`src/rtl/bs_pkg.sv`:
```
`default_nettype none
// ============================================================================
// Package  : bs_pkg
// Brief    : Shared command codes, processor status codes, sequencer state
//            encoding and timer sizing for the Black-Scholes job sequencer.
// Revision : 1.0 - initial release
// ============================================================================
package bs_pkg;

  // Processor command codes
  localparam logic [3:0] BS_CMD_NONE = 4'd0;
  localparam logic [3:0] BS_CMD_RUN  = 4'd1;
  localparam logic [3:0] BS_CMD_ACK  = 4'd2;

  // Processor status codes
  localparam logic [3:0] BS_ST_IDLE     = 4'd0;
  localparam logic [3:0] BS_ST_RUNNING  = 4'd1;
  localparam logic [3:0] BS_ST_COMPLETE = 4'd2;

  // Timeout defaults; timer is one bit wider than niter so niter+margin never wraps
  localparam int unsigned BS_TIMEOUT_MARGIN = 256;
  localparam int unsigned BS_START_TIMEOUT  = 16;
  localparam int unsigned BS_TIMER_W        = 33;

  typedef enum logic [2:0] {
    S_IDLE   = 3'd0,
    S_LOAD   = 3'd1,
    S_RUN    = 3'd2,
    S_WAIT   = 3'd3,
    S_ACK    = 3'd4,
    S_RESULT = 3'd5,
    S_FAULT  = 3'd6
  } seq_state_e;

endpackage
`default_nettype wire

```
`src/rtl/bs_job_sequencer_if.sv`:
```
`default_nettype none
// ============================================================================
// Interface : bs_job_sequencer_if
// Brief     : Job port, result port and processor command bus of the job
//             sequencer. slave = sequencer side, master = host/processor side.
// Revision  : 1.0 - initial release
// ============================================================================
interface bs_job_sequencer_if;

  logic        job_valid;
  logic        job_ready;
  logic [31:0] job_niter;
  logic [31:0] job_k;
  logic [31:0] job_c1;
  logic [31:0] job_c2;
  logic [31:0] job_c3;

  logic [31:0] proc_niter;
  logic [31:0] proc_constK;
  logic [31:0] proc_const1;
  logic [31:0] proc_const2;
  logic [31:0] proc_const3;
  logic [3:0]  proc_cmd;
  logic [3:0]  proc_status;
  logic [31:0] proc_acc_dout;
  logic [31:0] proc_pow_acc_dout;

  logic        res_valid;
  logic        res_ready;
  logic [31:0] res_acc;
  logic [31:0] res_pow_acc;
  logic        res_timeout;
  logic        busy;

  modport slave (
    input  job_valid, job_niter, job_k, job_c1, job_c2, job_c3,
    input  proc_status, proc_acc_dout, proc_pow_acc_dout,
    input  res_ready,
    output job_ready,
    output proc_niter, proc_constK, proc_const1, proc_const2, proc_const3, proc_cmd,
    output res_valid, res_acc, res_pow_acc, res_timeout, busy
  );

  modport master (
    output job_valid, job_niter, job_k, job_c1, job_c2, job_c3,
    output proc_status, proc_acc_dout, proc_pow_acc_dout,
    output res_ready,
    input  job_ready,
    input  proc_niter, proc_constK, proc_const1, proc_const2, proc_const3, proc_cmd,
    input  res_valid, res_acc, res_pow_acc, res_timeout, busy
  );

endinterface
`default_nettype wire

```
`src/rtl/bs_seq_timer.sv`:
```
`default_nettype none
// ============================================================================
// Module   : bs_seq_timer
// Brief    : Clearable up-counter with a compare output. expired is high in
//            the cycle whose count (including itself) reaches limit.
// Revision : 1.0 - initial release
// ============================================================================
module bs_seq_timer
  import bs_pkg::*;
#(
  parameter int unsigned WIDTH = BS_TIMER_W
) (
  input  wire              clk,
  input  wire              reset,
  input  wire              clr,
  input  wire              inc,
  input  wire  [WIDTH-1:0] limit,
  output logic             expired
);

  logic [WIDTH-1:0] count_q;
  logic [WIDTH-1:0] count_d;

  // Next count: clear wins over increment, otherwise hold
  always_comb begin
    count_d = count_q;
    if (clr) begin
      count_d = '0;
    end else if (inc) begin
      count_d = count_q + WIDTH'(1);
    end
  end

  // Count register
  always_ff @(posedge clk or posedge reset) begin
    if (reset) begin
      count_q <= '0;
    end else begin
      count_q <= count_d;
    end
  end

  assign expired = (count_q + WIDTH'(1)) >= limit;

endmodule
`default_nettype wire

```
`src/rtl/bs_job_sequencer.sv`:
```
`default_nettype none
// ============================================================================
// Module   : bs_job_sequencer
// Brief    : Accepts one job, loads it into the Black-Scholes processor,
//            issues RUN, waits for COMPLETE, ACKs and returns the results.
//            Faults on start/run timeouts with a zero result flagged timeout.
// Revision : 1.0 - initial release
// ============================================================================
module bs_job_sequencer
  import bs_pkg::*;
#(
  parameter logic [3:0]  CMD_RUN        = BS_CMD_RUN,
  parameter logic [3:0]  CMD_ACK        = BS_CMD_ACK,
  parameter logic [3:0]  ST_IDLE        = BS_ST_IDLE,
  parameter logic [3:0]  ST_RUNNING     = BS_ST_RUNNING,
  parameter logic [3:0]  ST_COMPLETE    = BS_ST_COMPLETE,
  parameter int unsigned TIMEOUT_MARGIN = BS_TIMEOUT_MARGIN,
  parameter int unsigned START_TIMEOUT  = BS_START_TIMEOUT
) (
  input wire                clk,
  input wire                reset,
  bs_job_sequencer_if.slave bus
);

  seq_state_e state_q, state_d;

  logic [3:0]  proc_cmd_q, proc_cmd_d;
  logic [31:0] proc_niter_q, proc_niter_d;
  logic [31:0] proc_constk_q, proc_constk_d;
  logic [31:0] proc_const1_q, proc_const1_d;
  logic [31:0] proc_const2_q, proc_const2_d;
  logic [31:0] proc_const3_q, proc_const3_d;
  logic [31:0] res_acc_q, res_acc_d;
  logic [31:0] res_pow_acc_q, res_pow_acc_d;
  logic        res_timeout_q, res_timeout_d;

  logic                  job_accept;
  logic                  tmr_clr;
  logic                  tmr_inc;
  logic                  tmr_expired;
  logic [BS_TIMER_W-1:0] tmr_limit;

  assign job_accept = (state_q == S_IDLE) && bus.job_valid;

  bs_seq_timer #(
    .WIDTH (BS_TIMER_W)
  ) u_timer (
    .clk     (clk),
    .reset   (reset),
    .clr     (tmr_clr),
    .inc     (tmr_inc),
    .limit   (tmr_limit),
    .expired (tmr_expired)
  );

  // State register
  always_ff @(posedge clk or posedge reset) begin
    if (reset) begin
      state_q <= S_IDLE;
    end else begin
      state_q <= state_d;
    end
  end

  // Next-state: success conditions take priority over the timeout in each waiting state
  always_comb begin
    state_d = state_q;
    case (state_q)
      S_IDLE:   if (bus.job_valid) state_d = S_LOAD;
      S_LOAD: begin
        if (bus.proc_status == ST_IDLE) state_d = S_RUN;
        else if (tmr_expired)           state_d = S_FAULT;
      end
      S_RUN: begin
        if (bus.proc_status == ST_RUNNING) state_d = S_WAIT;
        else if (tmr_expired)              state_d = S_FAULT;
      end
      S_WAIT: begin
        if (bus.proc_status == ST_COMPLETE) state_d = S_ACK;
        else if (tmr_expired)               state_d = S_FAULT;
      end
      S_ACK:    if (bus.proc_status == ST_IDLE) state_d = S_RESULT;
      S_RESULT: if (bus.res_ready) state_d = S_IDLE;
      S_FAULT:  state_d = S_RESULT;
      default:  state_d = S_IDLE;
    endcase
  end

  // Outputs: the command follows the state being entered so it is registered alongside it
  always_comb begin
    proc_cmd_d = BS_CMD_NONE;
    case (state_d)
      S_RUN:   proc_cmd_d = CMD_RUN;
      S_ACK:   proc_cmd_d = CMD_ACK;
      // A processor left in COMPLETE by an earlier fault or reset is ACKed before RUN
      S_LOAD:  proc_cmd_d = (bus.proc_status == ST_COMPLETE) ? CMD_ACK : BS_CMD_NONE;
      default: proc_cmd_d = BS_CMD_NONE;
    endcase

    proc_niter_d  = proc_niter_q;
    proc_constk_d = proc_constk_q;
    proc_const1_d = proc_const1_q;
    proc_const2_d = proc_const2_q;
    proc_const3_d = proc_const3_q;
    if (job_accept) begin
      proc_niter_d  = bus.job_niter;
      proc_constk_d = bus.job_k;
      proc_const1_d = bus.job_c1;
      proc_const2_d = bus.job_c2;
      proc_const3_d = bus.job_c3;
    end

    res_acc_d     = res_acc_q;
    res_pow_acc_d = res_pow_acc_q;
    res_timeout_d = res_timeout_q;
    if ((state_q == S_WAIT) && (bus.proc_status == ST_COMPLETE)) begin
      res_acc_d     = bus.proc_acc_dout;
      res_pow_acc_d = bus.proc_pow_acc_dout;
      res_timeout_d = 1'b0;
    end else if (state_q == S_FAULT) begin
      res_acc_d     = '0;
      res_pow_acc_d = '0;
      res_timeout_d = 1'b1;
    end

    tmr_clr   = (state_d != state_q);
    tmr_inc   = (state_q inside {S_LOAD, S_RUN, S_WAIT});
    tmr_limit = (state_q == S_WAIT) ? ({1'b0, proc_niter_q} + BS_TIMER_W'(TIMEOUT_MARGIN))
                                    : BS_TIMER_W'(START_TIMEOUT);
  end

  // Registered command, job constants and captured results
  always_ff @(posedge clk or posedge reset) begin
    if (reset) begin
      proc_cmd_q    <= BS_CMD_NONE;
      proc_niter_q  <= '0;
      proc_constk_q <= '0;
      proc_const1_q <= '0;
      proc_const2_q <= '0;
      proc_const3_q <= '0;
      res_acc_q     <= '0;
      res_pow_acc_q <= '0;
      res_timeout_q <= 1'b0;
    end else begin
      proc_cmd_q    <= proc_cmd_d;
      proc_niter_q  <= proc_niter_d;
      proc_constk_q <= proc_constk_d;
      proc_const1_q <= proc_const1_d;
      proc_const2_q <= proc_const2_d;
      proc_const3_q <= proc_const3_d;
      res_acc_q     <= res_acc_d;
      res_pow_acc_q <= res_pow_acc_d;
      res_timeout_q <= res_timeout_d;
    end
  end

  assign bus.job_ready   = (state_q == S_IDLE);
  assign bus.busy        = (state_q != S_IDLE);
  assign bus.res_valid   = (state_q == S_RESULT);
  assign bus.proc_cmd    = proc_cmd_q;
  assign bus.proc_niter  = proc_niter_q;
  assign bus.proc_constK = proc_constk_q;
  assign bus.proc_const1 = proc_const1_q;
  assign bus.proc_const2 = proc_const2_q;
  assign bus.proc_const3 = proc_const3_q;
  assign bus.res_acc     = res_acc_q;
  assign bus.res_pow_acc = res_pow_acc_q;
  assign bus.res_timeout = res_timeout_q;

endmodule
`default_nettype wire

```
`src/flat_wrapper.sv`:
```
// flat-port wrapper written by rule: the top's interface ports become plain ports
module bs_job_sequencer_flat import bs_pkg::*;
#(
  parameter logic [3:0]  CMD_RUN        = BS_CMD_RUN,
  parameter logic [3:0]  CMD_ACK        = BS_CMD_ACK,
  parameter logic [3:0]  ST_IDLE        = BS_ST_IDLE,
  parameter logic [3:0]  ST_RUNNING     = BS_ST_RUNNING,
  parameter logic [3:0]  ST_COMPLETE    = BS_ST_COMPLETE,
  parameter int unsigned TIMEOUT_MARGIN = BS_TIMEOUT_MARGIN,
  parameter int unsigned START_TIMEOUT  = BS_START_TIMEOUT
)
  (clk, reset, bus_job_valid, bus_job_niter, bus_job_k, bus_job_c1, bus_job_c2, bus_job_c3, bus_proc_status, bus_proc_acc_dout, bus_proc_pow_acc_dout, bus_res_ready, bus_job_ready, bus_proc_niter, bus_proc_constK, bus_proc_const1, bus_proc_const2, bus_proc_const3, bus_proc_cmd, bus_res_valid, bus_res_acc, bus_res_pow_acc, bus_res_timeout, bus_busy);
  bs_job_sequencer_if bus_i ();
  input wire clk;
  input wire reset;
  input wire logic [$bits(bus_i.job_valid)-1:0] bus_job_valid;
  input wire logic [$bits(bus_i.job_niter)-1:0] bus_job_niter;
  input wire logic [$bits(bus_i.job_k)-1:0] bus_job_k;
  input wire logic [$bits(bus_i.job_c1)-1:0] bus_job_c1;
  input wire logic [$bits(bus_i.job_c2)-1:0] bus_job_c2;
  input wire logic [$bits(bus_i.job_c3)-1:0] bus_job_c3;
  input wire logic [$bits(bus_i.proc_status)-1:0] bus_proc_status;
  input wire logic [$bits(bus_i.proc_acc_dout)-1:0] bus_proc_acc_dout;
  input wire logic [$bits(bus_i.proc_pow_acc_dout)-1:0] bus_proc_pow_acc_dout;
  input wire logic [$bits(bus_i.res_ready)-1:0] bus_res_ready;
  output wire logic [$bits(bus_i.job_ready)-1:0] bus_job_ready;
  output wire logic [$bits(bus_i.proc_niter)-1:0] bus_proc_niter;
  output wire logic [$bits(bus_i.proc_constK)-1:0] bus_proc_constK;
  output wire logic [$bits(bus_i.proc_const1)-1:0] bus_proc_const1;
  output wire logic [$bits(bus_i.proc_const2)-1:0] bus_proc_const2;
  output wire logic [$bits(bus_i.proc_const3)-1:0] bus_proc_const3;
  output wire logic [$bits(bus_i.proc_cmd)-1:0] bus_proc_cmd;
  output wire logic [$bits(bus_i.res_valid)-1:0] bus_res_valid;
  output wire logic [$bits(bus_i.res_acc)-1:0] bus_res_acc;
  output wire logic [$bits(bus_i.res_pow_acc)-1:0] bus_res_pow_acc;
  output wire logic [$bits(bus_i.res_timeout)-1:0] bus_res_timeout;
  output wire logic [$bits(bus_i.busy)-1:0] bus_busy;
  assign bus_i.job_valid = bus_job_valid;
  assign bus_i.job_niter = bus_job_niter;
  assign bus_i.job_k = bus_job_k;
  assign bus_i.job_c1 = bus_job_c1;
  assign bus_i.job_c2 = bus_job_c2;
  assign bus_i.job_c3 = bus_job_c3;
  assign bus_i.proc_status = bus_proc_status;
  assign bus_i.proc_acc_dout = bus_proc_acc_dout;
  assign bus_i.proc_pow_acc_dout = bus_proc_pow_acc_dout;
  assign bus_i.res_ready = bus_res_ready;
  assign bus_job_ready = bus_i.job_ready;
  assign bus_proc_niter = bus_i.proc_niter;
  assign bus_proc_constK = bus_i.proc_constK;
  assign bus_proc_const1 = bus_i.proc_const1;
  assign bus_proc_const2 = bus_i.proc_const2;
  assign bus_proc_const3 = bus_i.proc_const3;
  assign bus_proc_cmd = bus_i.proc_cmd;
  assign bus_res_valid = bus_i.res_valid;
  assign bus_res_acc = bus_i.res_acc;
  assign bus_res_pow_acc = bus_i.res_pow_acc;
  assign bus_res_timeout = bus_i.res_timeout;
  assign bus_busy = bus_i.busy;
  bs_job_sequencer #(.CMD_RUN(CMD_RUN), .CMD_ACK(CMD_ACK), .ST_IDLE(ST_IDLE), .ST_RUNNING(ST_RUNNING), .ST_COMPLETE(ST_COMPLETE), .TIMEOUT_MARGIN(TIMEOUT_MARGIN), .START_TIMEOUT(START_TIMEOUT)) u_core (.clk(clk), .reset(reset), .bus(bus_i));
endmodule
```
`config.mk`:
```
export PLATFORM = sky130hd
export DESIGN_NAME = bs_job_sequencer_flat
export DESIGN_NICKNAME = d
export VERILOG_FILES = /design/src/rtl/bs_pkg.sv /design/src/rtl/bs_job_sequencer_if.sv /design/src/rtl/bs_seq_timer.sv /design/src/rtl/bs_job_sequencer.sv /design/src/flat_wrapper.sv
export SDC_FILE = /design/constraint.sdc
export NUM_CORES = 1
export LEC_CHECK = 0
export ABC_CLOCK_PERIOD_IN_PS = 9500
export BUFFER_PORTS_ARGS = -buffer_cell sky130_fd_sc_hd__buf_2
export CAP_MARGIN = 20
export CORE_AREA = 3 3 180 182
export CTS_BUF_LIST = sky130_fd_sc_hd__clkbuf_16
export DETAILED_ROUTE_END_ITERATION = 7
export DIE_AREA = 0 0 183 185
export PLACE_DENSITY = 0.63
export SYNTH_ARGS = -nofsm -noshare
export SYNTH_HDL_FRONTEND = slang
export SYNTH_SLANG_ARGS = --single-unit
```
`constraint.sdc`:
```
create_clock -name clk -period 9.5 [get_ports clk]
set_input_delay 0.95 -clock clk [delete_from_list [all_inputs] [get_ports clk]]
set_output_delay 0.95 -clock clk [all_outputs]
set_load 0.01 [all_outputs]
```
# == Word-level counts from Yosys, hierarchy flattened ==
# Cells that the tools add are included.
# op_classes
addsub,2
mux,18
n_reduce_logical,8
eq_ne,12
n_lt_le_gt_ge,1
# op_table
cell,count
$mux W33,3
$mux W32,3
$add A32 B9 Y33 const B,1
$add A33 B1 Y33 const B,1
$ge A33 B33 Y1,1
$mux W3,7
$pmux W3 S7,1
$eq A3 B3 Y1 const B,4
$pmux W4 S3,1
$eq A3 B2 Y1 const B,3
$eq A3 B1 Y1 const B,2
$reduce_bool A3 Y1,2
$eq A4 B1 Y1 const B,1
$eq A4 B2 Y1 const B,1
$logic_not A4 Y1,1
$reduce_bool A2 Y1,2
$logic_not A3 Y1,1
$ne A3 B3 Y1,1
$logic_and A1 B1 Y1,2
$mux W1,2
$mux W2,1
# word_totals
wordCells,52
in_bits,232
out_inout_bits,232
regBits,265

# == Depth between registers and ports, before layout ==
# Gate-level depths: netlist of run 1.
# depth
ltp_word,8
ltp_mapped,16
mapped_depth_nobuf,15

# == Modules after synthesis ==
# Synthesis of run 1 repeated with hierarchy kept, for this count alone.
# unflattened
hier_cells,1142
area_unflattened_um2,12548.3
# by_module_without_submodules
module,seq_area_each_um2,area_each_um2,instances,cells_per_inst
bs_job_sequencer,5755.5,9535.4,1,776
bs_seq_timer,825.8,3012.9,1,366

# == Least setup slack after synthesis of run 1 ==
# OpenSTA, ideal clock, no wires.
# synth_path
path_type,reg2reg
start,register u_core.u_timer.count_q[0]
end,register u_core.u_timer.count_q[10]
setup_time_ns,0.125
required_ns,9.375
n_path_buf,1
stages_incl_launch_ff,16
period_less_slack_ns,3.796
path_slack_ns,5.704
arrival_time_ns,3.671
path_cell_list,dfrtp_1 nand3_2 or4_4 or3_4 nor2_4 nand3_1 xnor2_1 ha_1 nand4_1 nor4_1 a2bb2oi_1 a21oi_2 o21bai_1 a22oi_1 buf_2 nor3_1
# synth_between
elab_chain_len,7
elab_cells_between_ends,11
cone_classes,add/sub: 1; order compare: 1; eq/ne: 1; mux: 7; reduce/logical: 1
# synth_lines
element,line,source
"start, declared",bs_seq_timer.sv:21,logic [WIDTH-1:0] count_q;
"start signal, assigned",bs_seq_timer.sv:39,count_q <= count_d;
$add A33 B1 Y33 *,"bs_seq_timer.sv:30, bs_seq_timer.sv:43",
$ge A33 B33 Y1,bs_seq_timer.sv:43,assign expired = (count_q + WIDTH'(1)) >= limit;
$mux W3,"bs_job_sequencer.sv:72, bs_job_sequencer.sv:76, bs_job_sequencer.sv:80",
$mux W3 (on tied branches),"bs_job_sequencer.sv:79, bs_job_sequencer.sv:71, bs_job_sequencer.sv:75",
$pmux W3 S7,bs_job_sequencer.sv:68,case (state_q)
$ne A3 B3 Y1,bs_job_sequencer.sv:126,tmr_clr = (state_d != state_q);
$mux W33 / $reduce_bool A2 Y1 (equally long branches),n/a,
# Mark *: on every way between the ends. The rest lies on a longest branch, timed or not. The select of a mux whose other input is x is not followed.
# A chain may end at the register's enable or synchronous reset.

# == Final worst setup path of run 1 ==
# layout_path
start,"register u_core.proc_niter_q[14], in the netlist u_core.bus.proc_niter[14]"
end,register u_core.u_timer.count_q[24]
# layout_between
elab_chain_len,8
elab_cells_between_ends,11
cone_classes,add/sub: 1; order compare: 1; eq/ne: 1; mux: 7; reduce/logical: 1
# layout_lines
element,line,source
"start, declared",bs_job_sequencer.sv:28,"logic [31:0] proc_niter_q, proc_niter_d;"
"start signal, assigned",bs_job_sequencer.sv:146,proc_niter_q <= proc_niter_d;
$add A32 B9 Y33 *,bs_job_sequencer.sv:128,"tmr_limit = (state_q == S_WAIT) ? ({1'b0, proc_niter_q} + BS_TIMER_W'(TIMEOUT_MARGIN))"
$mux W33 *,bs_job_sequencer.sv:128,
$ge A33 B33 Y1 *,bs_seq_timer.sv:43,
$mux W3 *,"bs_job_sequencer.sv:72, bs_job_sequencer.sv:76, bs_job_sequencer.sv:80",
$mux W3 (on tied branches),"bs_job_sequencer.sv:79, bs_job_sequencer.sv:71, bs_job_sequencer.sv:75",
$pmux W3 S7 *,bs_job_sequencer.sv:68,
$ne A3 B3 Y1 *,bs_job_sequencer.sv:126,
$mux W33 / $reduce_bool A2 Y1 (equally long branches),n/a,
# Mark *: on every way between the ends. The rest lies on a longest branch, timed or not.

==> summary.md, run 1 <==
| Metric | Value |
|---|---|
| Outcome | completed |
| EDFF count, synth | 0 |
| DRC | 0 |
| Final ANT Viol Nets | 0 |
| GRT met3 Usage | 4.851% |
| GRT Util Overall | 21.75% |
| Vias per Instance | 5.032 |
| Drt pass-1 iters | 4 |
| Switching share of power | 35.74% |
| Pins Over Slew Limit | 0 |
| Highest Clock Rate | 234.5 MHz |
| Worst-path fanout max | 33 |
| Kind of critical path | flop to flop |
| Min-Delay Path Class | flop to flop |
| Most numerous cell in the Yosys netlist | dfrtp_1 |
| Worst vdd ir | 225.1 uV |
| Total of max-cap violations | 0 |
| Worst skew pair latency | 0.54 ns |
| Resized cells post-CTS | 0 |
| Worst rel slew slack | 35.42% |
| Pre-CTS setup slack | 5.290 ns |
| Skew final | 0.009957 ns |
| Crit-path cells | and4_1 -> nand4_1 -> nor3_1 -> nand2b_1 -> nor2_1 -> xor2_1 -> nand2_1 -> ha_1 -> nand4_1 -> nor3_1 -> o311ai_0 -> nand4_1 -> o21bai_1 -> a22oi_2 -> buf_4 -> nor3_1 |
| Starting Density | 39.70% |
| Flip-flop and latch count after synthesis | 263 |
| Setup TNS Final | 0 ns |
| Core Area | 0.03075 mm^2 |
| CTS tree | yes |
| Combinational power share | 36.9% |
| Top cells by area, synth | dfrtp_1 (54%), mux2_2 (15%), nand2_1 (6.5%), xnor2_1 (3.8%), ha_1 (3.6%) |
| Pin slew with the least headroom to its limit | 0.9687 ns |
| Worst Slack Setup Final | 5.236 ns |
| Pint | 0.003147 W |
| Fin crit share | 44.89% |
| Die area | 0.03386 mm^2 |
| Longest Clk Path Bufs | 3 |
| Clk root buf | clkbuf_16 |
| Mapped Area | 0.01221 mm^2 |
| Cell count after synthesis | 1100 |
| PortBufs | 461 |
| Placer Congestion | 0.8715 |
| Iteration-0 DRC count of the detailed router | 689 |
| Area Growth Syn to Fin | 29.85% |
| Critical path's largest stage delay | 0.47 ns |
| Final setup fails | 0 |
| Fraction of layout cells with a size suffix above 1 | 43.85% |
| Async SR Flop Fraction | 100.0% |
| Top cell type's share of synthesized area | 53.92% |
| Die Y | 185 um |
| First-pass GRT wire length | 58460 um |
| CTS H-tree lvls | 1 |
| Final Hold Fails | 0 |
| Critical Path AT | 4.66 ns |
| Clock-pin slew on the worst setup and hold paths | 0.06 ns |
| Post-synth cell types | 55 |
| Unrepaired setup endpoints after global routing | no |
| WP data required | 9.90 ns |
| Commonest cells post-synth | dfrtp_1 (263), nand2_1 (212), mux2_2 (159), nand3_1 (80), xnor2_1 (53) |
| CTS buffer count | 30 |
| YS warnings | 0 |
| Total number of vias | 9898 |
| DP HPWL | 28880 um |
| # hold bufs at CTS | 0 |
| Pin count of the biggest net entering global routing | 133 |
| Num ports | 464 |
| Clock power frac | 23.6% |
| PD cells | 309.0 mW/mm^2 |
| Switching Power | 0.001751 W |
| Area leader, netlist | dfrtp_1 |
| Final net count | 1814 |
| # Post-CTS Setup Buffers | 0 |
| Rows | 64 |
| Vias in the first global route | 10190 |
| Main flop type after synthesis | dfrtp_1 |
| Leakage dissipation | 8.003 nW |
| GR Layer Usage met1 | 28.77% |
| Met2 Usage GRT | 36.80% |
| Crit end category | flop |
| Sequential element share of the synthesized area | 53.92% |
| DIE WIDTH | 183 um |
| FF-to-FF setup slack | 5.24 ns |
| CP max stage cell | dfrtp_1 |
| Gr busiest metal | met2 |
| Register share of total power | 39.5% |
| Final WL | 38200 um |
| Avg Inst Size Synth | 11.10 um^2 |
| WL/cell | 19.42 um |
| Gr ovfl total | 0 |
| Crit start category | flop |
| Antenna violations before repair | 2 |
| Clock Sink Count | 263 |
| Minimum clock period after layout | 4.264 ns |
sequential cells by signal, indices dropped and copies added (netlist names):
signal                  count
u_core.u_timer.count_q     33
u_core.bus.proc_const1     32
u_core.bus.proc_const2     32
u_core.bus.proc_const3     32
u_core.bus.proc_constK     32
u_core.bus.proc_niter      32
u_core.bus.res_acc         32
u_core.bus.res_pow_acc     32
u_core.state_q              3
u_core.bus.proc_cmd         2
u_core.bus.res_timeout      1
metal layers:
| layer | wire (um) | part of all wire, % |
|---|---|---|
| met5 | 13 | 0.034 |
| met4 | 859 | 2.2 |
| met3 | 2295 | 6.0 |
| met2 | 18950 | 50 |
| met1 | 16080 | 42 |
layout by cell type, fill, tap and decap left out, types with 4 or more instances in the layout:
cell	n
xnor2_1	53
nor3_1	38
xor2_1	33
buf_4	9
o21ai_0	10
or3_1	5
buf_2	461
a21oi_1	17
and3_1	5
and2_1	7
nor2_1	42
nand2_1	210
inv_1	18
clkbuf_16	31
ha_1	35
nand4_1	20
nand2b_1	5
bufinv_16	4
dfrtp_1	263
a21o_1	4
mux2_2	159
clkinv_1	8
nand3_1	80
power groups by stage:
stage	combinational (W)	clock [W]	sequential, W
6_report	0.00181	0.00115	0.00194
3_3_place_gp	0.00180	0	0.00193
3_5_place_dp	0.00183	0	0.00194
5_1_grt	0.00196	0.00123	0.00201
2_1_floorplan	0.000801	0	0.00213
4_1_cts	0.00184	0.00119	0.00194
area by class of cell:
type                            count  area, um^2
Antenna cell                        2       5.005
Clock buffer                       31       775.7
Clock inverter                     23       207.7
Fill cell                        2869       14900
Inverter                           12       52.55
Multi-Input combinational cell    769        5338
Sequential cell                   263        6581
Tap cell                          396       495.5
Timing Repair Buffer              471        2395
stage by stage:
stage	utilization, %	instance area, um^2	cells	power [W]	hold WS [ns]
4_1_cts	51.53	15850	1965	0.004961	0.4945
6_report	51.55	15850	1967	0.004898	0.4912
2_1_floorplan	-	12210	1101	0.002926	0.5243
3_5_place_dp	48.33	14860	1911	0.003776	0.4789
5_1_grt	51.54	15850	1966	0.005204	0.5112
3_3_place_gp	48.33	14860	1911	0.003733	0.4758
critical path: cells and delay by family (launching register included):
family | cells | cell delay [ns]
and+or+nand+nor | 10 | 2.27
AOI/OAI and AO/OA | 3 | 0.53
DFF | 1 | 0.47
buffers and inverters | 1 | 0.37
adders and majority gates | 1 | 0.31
xor gates and xnor gates | 1 | 0.16
worst paths after layout:
check	start	end	cells past startpoint
worst max-delay path	u_core.bus.proc_niter[14]	u_core.u_timer.count_q[24]	16
worst min-delay path	u_core.bus.res_pow_acc[25]	u_core.bus.res_pow_acc[25]	2
worst max register to register	u_core.bus.proc_niter[14]	u_core.u_timer.count_q[24]	16
worst min register to register	u_core.bus.res_pow_acc[25]	u_core.bus.res_pow_acc[25]	2
max in group asynchronous	reset	u_core.u_timer.count_q[11]	3
min in group asynchronous	reset	u_core.bus.proc_const3[14]	2
cell families (layout without fill, tap and decap cells):
kind of cell	count (synthesis)	count (layout)	synth area share [%]
xor+xnor	86	86	6.171
buf+inv	69	537	2.552
fa+ha+maj	35	35	3.588
mux	160	160	14.75
other cells	1	4	0.03072
simple gates	440	440	16.69
flops	263	263	53.92
compound gates	46	46	2.306
Power figures use the tool's default switching activity.
==> inputs of run 2 (changes only) <==
--- a/config.mk
+++ b/config.mk
@@ -5,14 +5,15 @@
 export SDC_FILE = /design/constraint.sdc
 export NUM_CORES = 1
 export LEC_CHECK = 0
-export ABC_CLOCK_PERIOD_IN_PS = 9500
+export ABC_AREA = 1
+export ABC_CLOCK_PERIOD_IN_PS = 3850
 export BUFFER_PORTS_ARGS = -buffer_cell sky130_fd_sc_hd__buf_2
 export CAP_MARGIN = 20
-export CORE_AREA = 3 3 180 182
+export CORE_AREA = 3 3 182 184
 export CTS_BUF_LIST = sky130_fd_sc_hd__clkbuf_16
 export DETAILED_ROUTE_END_ITERATION = 7
-export DIE_AREA = 0 0 183 185
-export PLACE_DENSITY = 0.63
+export DIE_AREA = 0 0 185 187
+export PLACE_DENSITY = 0.66
 export SYNTH_ARGS = -nofsm -noshare
 export SYNTH_HDL_FRONTEND = slang
 export SYNTH_SLANG_ARGS = --single-unit
==> constraint.sdc (replaced) <==
create_clock -name clk -period 3.85 [get_ports clk]
set_input_delay 0.385 -clock clk [delete_from_list [all_inputs] [get_ports clk]]
set_output_delay 0.385 -clock clk [all_outputs]
set_load 0.01 [all_outputs]
==> run 2 against run 1 <==
Die area is 2.2% higher. Routed wire length is 12% higher. Sequential cell count stayed put. Core utilization is 1.0 points higher. Total power is 140% higher. Cell count is 26% higher. Critical path depth is 8 higher. Worst setup slack worse by 5.0 ns. Sequential power is 120% higher. Combinational power grew to 2.6 times the previous value. Largest power group is now combinational logic.
==> summary.md, run 2 <==
| Metric | Value |
|---|---|
| Outcome | completed |
| Switching share of power | 40.74% (+5.0 points) |
| First-pass GRT wire length | 65920 um (+13%) |
| Core Area | 0.03156 mm^2 (+2.6%) |
| Most numerous cell in the Yosys netlist | nand2_1 |
| Area leader, netlist | dfrtp_1 |
| Fraction of layout cells with a size suffix above 1 | 29.54% (-14 points) |
| CTS tree | yes |
| Delay-heaviest family, CP | simple AND/OR/NAND/NOR gates |
| Clock-pin slew on the worst setup and hold paths | 0.06 ns (about the same) |
| Starting Density | 39.87% (+0.18 points) |
| Most numerous cell on the critical path | nor2_1 |
| WP depth | 24 (+8) |
| Crit end category | flop |
| Post-DP Area | 0.01524 mm^2 (+2.5%) |
| CTS buffer count | 30 (unchanged) |
| Final Hold Fails | 0 (unchanged) |
| PortBufs | 461 (unchanged) |
| DRC | 0 (unchanged) |
| Main flop type after synthesis | dfrtp_1 |
| Hold WS | 0.02152 ns (-0.4697 ns) |
| Pins Over Slew Limit | 0 (unchanged) |
| Pin slew with the least headroom to its limit | 1.094 ns (+0.1252 ns) |
| Avg Inst Size Synth | 7.893 um^2 (-29%) |
| Synth Area in Adders | 3.481% (-0.11 points) |
| Final Cell Area | 0.01659 mm^2 (+4.6%) |
| Total number of vias | 12050 (+22%) |
| Worst rel slew slack | 26.97% (-8.5 points) |
| Worst hold path depth | 3 (+1) |
| Flip-flop and latch count after synthesis | 263 (unchanged) |
| Placer Congestion | 0.8937 (+2.5%) |
| Minimum clock period after layout | 3.618 ns (-0.6460 ns) |
| Register share of total power | 36.5% (-3.0 points) |
| CP bufs+invs | 2 (+1) |
| Antenna violations before repair | 14 (+12) |
| Final WL | 42810 um (+12%) |
| WL/cell | 17.32 um (-11%) |
| WP data required | 4.34 ns (-5.56 ns) |
| Final net count | 2308 (+27%) |
| Fin crit share | 93.98% (+49 points) |
| Clk root buf | clkbuf_16 |
| Die Y | 187 um (+1.1%) |
| Post-synthesis simple-gate area fraction | 32.86% (+16 points) |
| CP max stage cell | dfrtp_1 |
| Highest Clock Rate | 276.4 MHz (+18%) |
| Worst skew pair latency | 0.56 ns (+0.02 ns) |
| Rows | 65 (+1.6%) |
| Vias per Instance | 4.876 (-3.1%) |
| Final setup fails | 0 (unchanged) |
| Final ANT Viol Nets | 0 (unchanged) |
| Non-filler cells, final | 2471 (+26%) |
| GRT Util Overall | 23.88% (+2.1 points) |
| Largest family of logic cells by synthesized area | simple AND/OR/NAND/NOR gates |
| Post-Synth XOR/XNOR Area | 1.949% (-4.2 points) |
| DIE WIDTH | 185 um (+1.1%) |
| Setup TNS Final | 0 ns (unchanged) |
| Post-synth cell types | 39 (-29%) |
| Leakage dissipation | 9.510 nW (+19%) |
| Crit-path cells | inv_1 -> nor3_1 -> nand3_1 -> nor2_1 -> nand4_1 -> nor2_2 -> nand2_1 -> a21oi_1 -> o21ai_1 -> ha_1 -> nand2_2 -> nor2_4 -> nand2_2 -> nor2_1 -> nand3_1 -> nand3_2 -> nor2_4 -> nand3_2 -> nand2_4 -> nand2_8 -> nand2_8 -> buf_12 -> nand3_4 -> nor2_1 |
| Clock Sink Count | 263 (unchanged) |
| Commonest cells post-synth | nand2_1 (738), dfrtp_1 (263), nor2_1 (103), nand3_1 (98), inv_1 (91) |
| Cell count after synthesis | 1594 (+45%) |
| DP HPWL | 31750 um (+9.9%) |
| Pin count of the biggest net entering global routing | 176 (+32%) |
| Vias in the first global route | 11880 (+17%) |
| Unrepaired setup endpoints after global routing | yes |
| PD cells | 720.5 mW/mm^2 (+130%) |
| Clock power frac | 23.7% (about the same) |
| Pint | 0.007081 W (+130%) |
| Worst vdd ir | 416.5 uV (+85%) |
| Total power | 0.01195 W (+140%) |
| Top cells by area, synth | dfrtp_1 (52%), nand2_1 (22%), nand3_1 (3.9%), ha_1 (3.5%), nor2_1 (3.1%) |
| Gr ovfl total | 0 (unchanged) |
| Commonest cells after routing, fill and taps aside | nand2_1 (731), buf_2 (461), dfrtp_1 (263) |
| Critical path's largest stage delay | 0.41 ns (-0.06 ns) |
| R2R depth | 24 (+8) |
| Largest reg by FF count | u_core.u_timer.count_q |
| Async SR Flop Fraction | 100.0% (unchanged) |
| Critical Path AT | 4.10 ns (-0.56 ns) |
| Num ports | 464 (unchanged) |
| Multi-input gate area | 0.005573 mm^2 (+4.4%) |
| Fill count | 3077 (+7.2%) |
| Mux contribution to synthesized area | 0.3978% (-14 points) |
| Switching Power | 0.004868 W (+180%) |
| CTS H-tree lvls | 1 (unchanged) |
| Area Growth Syn to Fin | 31.82% |
| Top cell type's share of synthesized area | 52.31% (-1.6 points) |
| Drt pass-1 iters | 6 (+2) |
| Mapped Area | 0.01258 mm^2 (+3.1%) |
| YS warnings | 0 (unchanged) |
| Max FFs per register | 33 (unchanged) |
| Sequential element share of the synthesized area | 52.31% (-1.6 points) |
| Longest Clk Path Bufs | 3 (unchanged) |
| Kind of critical path | flop to flop |
| EDFF count, synth | 0 (unchanged) |
| Iteration-0 DRC count of the detailed router | 685 (-0.58%) |
| Skew final | 0.01667 ns (+0.006715 ns) |
| Leading cell type in the layout, fill and taps excluded | nand2_1 |
| Compound-cell area share of the yosys netlist | 3.490% (+1.2 points) |
| Total of max-cap violations | 0 (unchanged) |
| Worst-path fanout max | 8 (-76%) |
| Combinational power share | 39.9% (+3.0 points) |
| Die area | 0.03460 mm^2 (+2.2%) |
| Min-Delay Path Class | input pin to flop |
| Placed cell count | 2401 (+26%) |
| Seq. cell area | 0.006581 mm^2 (unchanged) |
| Crit start category | flop |
run 2: cell types whose count changed in the layout (fill, tap and decap cells not counted), moves of 21 or more:
cell / delta
xnor2_1: -51
nand2_1: +521
nor2_1: +36
mux2_2: -159
inv_1: +77
o21ai_0: +29
nor2_2: +26
nor3_1: -21
run 2: timing repair:
item | CTS | global route
hold buffers | 2 | 0
buffers inserted | 0 | 5
gates resized for setup | 0 | 61
setup endpoints to repair | 0 | 35
hold endpoints to repair | 24 | 0
run 2: through the flow:
step / setup WS (ns) / utilization [%]
after floorplan: -0.004532 / -
after global placement: 0.2759 / 48.28
after detailed placement: 0.06924 / 48.28
after CTS: 0.03480 / 51.44
after global routing: -0.08054 / 52.55
final: 0.2319 / 52.56
run 2: logic make-up after synthesis:
group / count (synthesis)
compound gates: 83
xor+xnor: 28
fa+ha+maj: 35
buf+inv: 171
flops: 263
mux: 5
other cells: 1
simple gates: 1008
run 2: layer usage:
metal	part of all wire (%)	global-route usage, %	vias to the layer above
met2	50	41.40	416
met5	0.21	0	-
li1	-	-	5866
met1	39	28.97	5640
met4	4.4	9.062	14
met3	6.2	5.193	113
run 2: layout make-up:
class	instances	share of cell area [%]
antenna	4	0.06035
clock buffer	30	4.526
clock inverter	26	1.365
inverter	101	2.339
multi-input combinational	1163	33.60
sequential	263	39.68
tap	402	3.033
timing repair buffer	482	15.40
run 2: final timing paths:
| kind | slack [ns] | startpoint | endpoint |
|---|---|---|---|
| worst max-delay path | 0.23 | u_core.bus.proc_niter[14] | u_core.u_timer.count_q[29] |
| worst min-delay path | 0.02 | bus_job_c2[27] | u_core.bus.proc_const2[27] |
| worst max register to register | 0.23 | u_core.bus.proc_niter[14] | u_core.u_timer.count_q[29] |
| worst min register to register | 0.46 | u_core.bus.proc_const2[21] | u_core.bus.proc_const2[21] |
| max in group asynchronous | 2.41 | reset | u_core.bus.proc_niter[19] |
| min in group asynchronous | 0.48 | reset | u_core.bus.res_pow_acc[8] |
run 2: worst min-delay path, delay by kind of cell:
family,cells,cell delay [ns]
buf+inv,1,0.07
simple gates,2,0.09
run 2: power by group through the flow:
stage	combinational (W)	sequential [W]	clock (W)
final	0.00476	0.00436	0.00283
after global routing	0.00525	0.00449	0.00302
after CTS	0.00430	0.00434	0.00289
after detailed placement	0.00429	0.00436	0
after global placement	0.00422	0.00434	0
after floorplan	0.00208	0.00472	0
==> inputs of run 3 (changes only) <==
--- a/config.mk
+++ b/config.mk
@@ -6,13 +6,13 @@
 export NUM_CORES = 1
 export LEC_CHECK = 0
 export ABC_AREA = 1
-export ABC_CLOCK_PERIOD_IN_PS = 3850
+export ABC_CLOCK_PERIOD_IN_PS = 3800
 export BUFFER_PORTS_ARGS = -buffer_cell sky130_fd_sc_hd__buf_2
 export CAP_MARGIN = 20
-export CORE_AREA = 3 3 182 184
+export CORE_AREA = 3 3 178 180
 export CTS_BUF_LIST = sky130_fd_sc_hd__clkbuf_16
 export DETAILED_ROUTE_END_ITERATION = 7
-export DIE_AREA = 0 0 185 187
+export DIE_AREA = 0 0 181 183
 export PLACE_DENSITY = 0.66
 export SYNTH_ARGS = -nofsm -noshare
 export SYNTH_HDL_FRONTEND = slang
==> constraint.sdc (replaced) <==
create_clock -name clk -period 3.8 [get_ports clk]
set_input_delay 0.38 -clock clk [delete_from_list [all_inputs] [get_ports clk]]
set_output_delay 0.38 -clock clk [all_outputs]
set_load 0.01 [all_outputs]
==> run 3 against run 2 <==
Non-clock buffer count down 2. Cell count down 0.28%. Fmax about the same. Routed wire length down 2.6%. Register-to-register slack worse by 0.05 ns. Count of clock-buffer cells in the layout up 1. Clock skew down 0.0063 ns. Clock power about the same. Sequential power up 0.9%. Critical path type unchanged.
==> summary.md, run 3 (synthesis gave the netlist of run 2 again) <==
| Metric | Value |
|---|---|
| Skew final | 0.01033 ns (-0.006343 ns) |
| Rows | 64 (-1.5%) |
| Min-Delay Path Class | input pin to flop |
| Fin crit share | 95.19% (+1.2 points) |
| WL/cell | 16.92 um (-2.4%) |
| Pins Over Slew Limit | 0 (unchanged) |
| DIE WIDTH | 181 um (-2.2%) |
| Leading cell type in the layout, fill and taps excluded | nand2_1 |
| Total power | 0.01191 W (-0.30%) |
| Worst-path fanout max | 8 (unchanged) |
| Vias per Instance | 4.855 (-0.44%) |
| Unrepaired setup endpoints after global routing | yes |
| DRC | 0 (unchanged) |
| Worst Slack Setup Final | 0.1829 ns (-0.04894 ns) |
| Outcome | completed |
| Largest reg by FF count | u_core.u_timer.count_q |
| Leakage dissipation | 9.484 nW (-0.28%) |
| Commonest cells after routing, fill and taps aside | nand2_1 (734), buf_2 (461), dfrtp_1 (263) |
| Clock-pin slew on the worst setup and hold paths | 0.06 ns (about the same) |
| Worst rel slew slack | 38.64% (+12 points) |
| Placer Congestion | 0.8495 (-4.9%) |
| Kind of critical path | flop to flop |
| PortBufs | 461 (unchanged) |
| GRT Util Overall | 23.90% (about the same) |
| CP bufs+invs | 1 (-1) |
| Max FFs per register | 33 (unchanged) |
| Gr ovfl total | 0 (unchanged) |
| Final Hold Fails | 0 (unchanged) |
| Critical Path AT | 4.10 ns (about the same) |
| Drt pass-1 iters | 5 (-1) |
| Final setup fails | 0 (unchanged) |
| Longest Clk Path Bufs | 3 (unchanged) |
| Num ports | 464 (unchanged) |
| Worst skew pair latency | 0.56 ns (about the same) |
| Final ANT Viol Nets | 0 (unchanged) |
| Multi-input gate area | 0.005460 mm^2 (-2.0%) |
| Final WL | 41680 um (-2.6%) |
| Vias in the first global route | 11630 (-2.1%) |
| Area Growth Syn to Fin | 30.88% |
| Minimum clock period after layout | 3.617 ns (-0.001057 ns) |
| PD cells | 723.5 mW/mm^2 (+0.42%) |
| Pre-CTS setup slack | 0.05008 ns (-0.01916 ns) |
| Total number of vias | 11960 (-0.72%) |
| DP HPWL | 30970 um (-2.4%) |
| Hold WS | 0.01964 ns (-0.001887 ns) |
| Core Area | 0.03035 mm^2 (-3.8%) |
| CTS buffer count | 30 (unchanged) |
| Starting Density | 41.46% (+1.6 points) |
| Crit end category | flop |
| Delay-heaviest family, CP | simple AND/OR/NAND/NOR gates |
| CTS tree | yes |
| Seq. cell area | 0.006581 mm^2 (unchanged) |
| Clock Sink Count | 263 (unchanged) |
| FF-to-FF setup slack | 0.18 ns (-0.05 ns) |
| First-pass GRT wire length | 63910 um (-3.0%) |
| Antenna violations before repair | 11 (-3) |
| Iteration-0 DRC count of the detailed router | 682 (-0.44%) |
| Critical path's largest stage delay | 0.40 ns (about the same) |
| Pin count of the biggest net entering global routing | 176 (unchanged) |
| CTS H-tree lvls | 1 (unchanged) |
| Highest Clock Rate | 276.5 MHz (about the same) |
| Crit start category | flop |
| Most numerous cell on the critical path | nand2_1 |
| Setup TNS Final | 0 ns (unchanged) |
| WP data required | 4.28 ns (-0.06 ns) |
| Fraction of layout cells with a size suffix above 1 | 28.85% (-0.69 points) |
| Die area | 0.03312 mm^2 (-4.3%) |
| Total of max-cap violations | 0 (unchanged) |
| Final net count | 2304 (-0.17%) |
| CP max stage cell | dfrtp_1 |
| Pin slew with the least headroom to its limit | 0.9195 ns (-0.1744 ns) |
| Die Y | 183 um (-2.1%) |
| Clk root buf | clkbuf_16 |
| Fill count | 2958 (-3.9%) |
| Worst vdd ir | 444.1 uV (+6.6%) |
[run 3: changes by cell type in the layout (fill, tap and decap cells not counted), moves of 2 or more]
cell,before,now
buf_4,12,9
clkinv_1,8,6
buf_12,5,7
nand3_1,92,94
clkbuf_16,31,33
nand3_4,4,1
inv_1,95,98
nand2_1,731,734
nor2_2,27,22
nand2_8,2,0
diode_2,4,9
nor2_1,78,82
[run 3: power breakdown]
part	total, W	switching (W)	internal, W
Combinational	0.00470	0.00301	0.00169
Clock	0.00281	0.00116	0.00166
Sequential	0.00440	0.000643	0.00376
[run 3: worst reg2reg max path, cell delays in order, from the launching register on]
cell and delay, ns:
dfrtp_1 0.40, ha_2 0.21, nand4_1 0.16, nor2_4 0.20
nand3_2 0.09, nor2_1 0.11, nand4_1 0.14, nor2_2 0.19
nand2_1 0.09, o21ai_1 0.13, o211ai_1 0.11, ha_1 0.34
nand2_1 0.08, nand2_1 0.04, nand2_1 0.05, nand2_1 0.06
a21oi_2 0.10, nand3_1 0.09, nor2_2 0.14, nand3_1 0.11
nand2_2 0.10, nand2_2 0.06, nand2_2 0.08, nand3_4 0.13
clkbuf_16 0.22, nor2_1 0.10
[run 3: what timing repair did]
item                                    in CTS  in global routing
setup buffers                                0                  4
endpoints found under the setup margin       0                 37
gates resized for setup                      0                 42
endpoints found under the hold margin       18                  0
hold buffers                                 1                  0
[run 3: worst paths after layout]
path                                       startpoint  depth (start not counted)                    endpoint
setup / recovery             u_core.bus.proc_niter[8]                         25   u_core.u_timer.count_q[0]
hold / removal                         bus_job_c3[30]                          3  u_core.bus.proc_const3[30]
setup reg to reg             u_core.bus.proc_niter[8]                         25   u_core.u_timer.count_q[0]
hold reg to reg            u_core.bus.proc_const3[30]                          2  u_core.bus.proc_const3[30]
max in group asynchronous                       reset                          4  u_core.bus.proc_constK[31]
min in group asynchronous                       reset                          3   u_core.bus.proc_const1[2]
[run 3: cell type report]
class	instances	share of cell area, %
repair buffers	480	15.64
clock buffers	31	4.711
inverters	101	2.340
clock inverters	23	1.041
diodes	9	0.1368
flip-flops and latches	263	39.97
multi-input cells	1161	33.16
well taps	396	3.009
[run 3: per-layer routing]
layer | vias up | wire (um) | global-route usage (%)
li1 | 5875 | - | -
met1 | 5593 | 16170 | 29.19
met2 | 399 | 21260 | 42.52
met3 | 83 | 2950 | 5.593
met4 | 12 | 1221 | 6.917
met5 | - | 77 | 0
[run 3: through the flow]
stage               utilization, %  cell area (um^2)  cells
detailed placement           50.25             15250   2393
floorplan                        -             12590   1595
CTS                          53.41             16210   2448
global route                 54.21             16450   2458
global placement             50.25             15250   2393
finish                       54.26             16470   2464
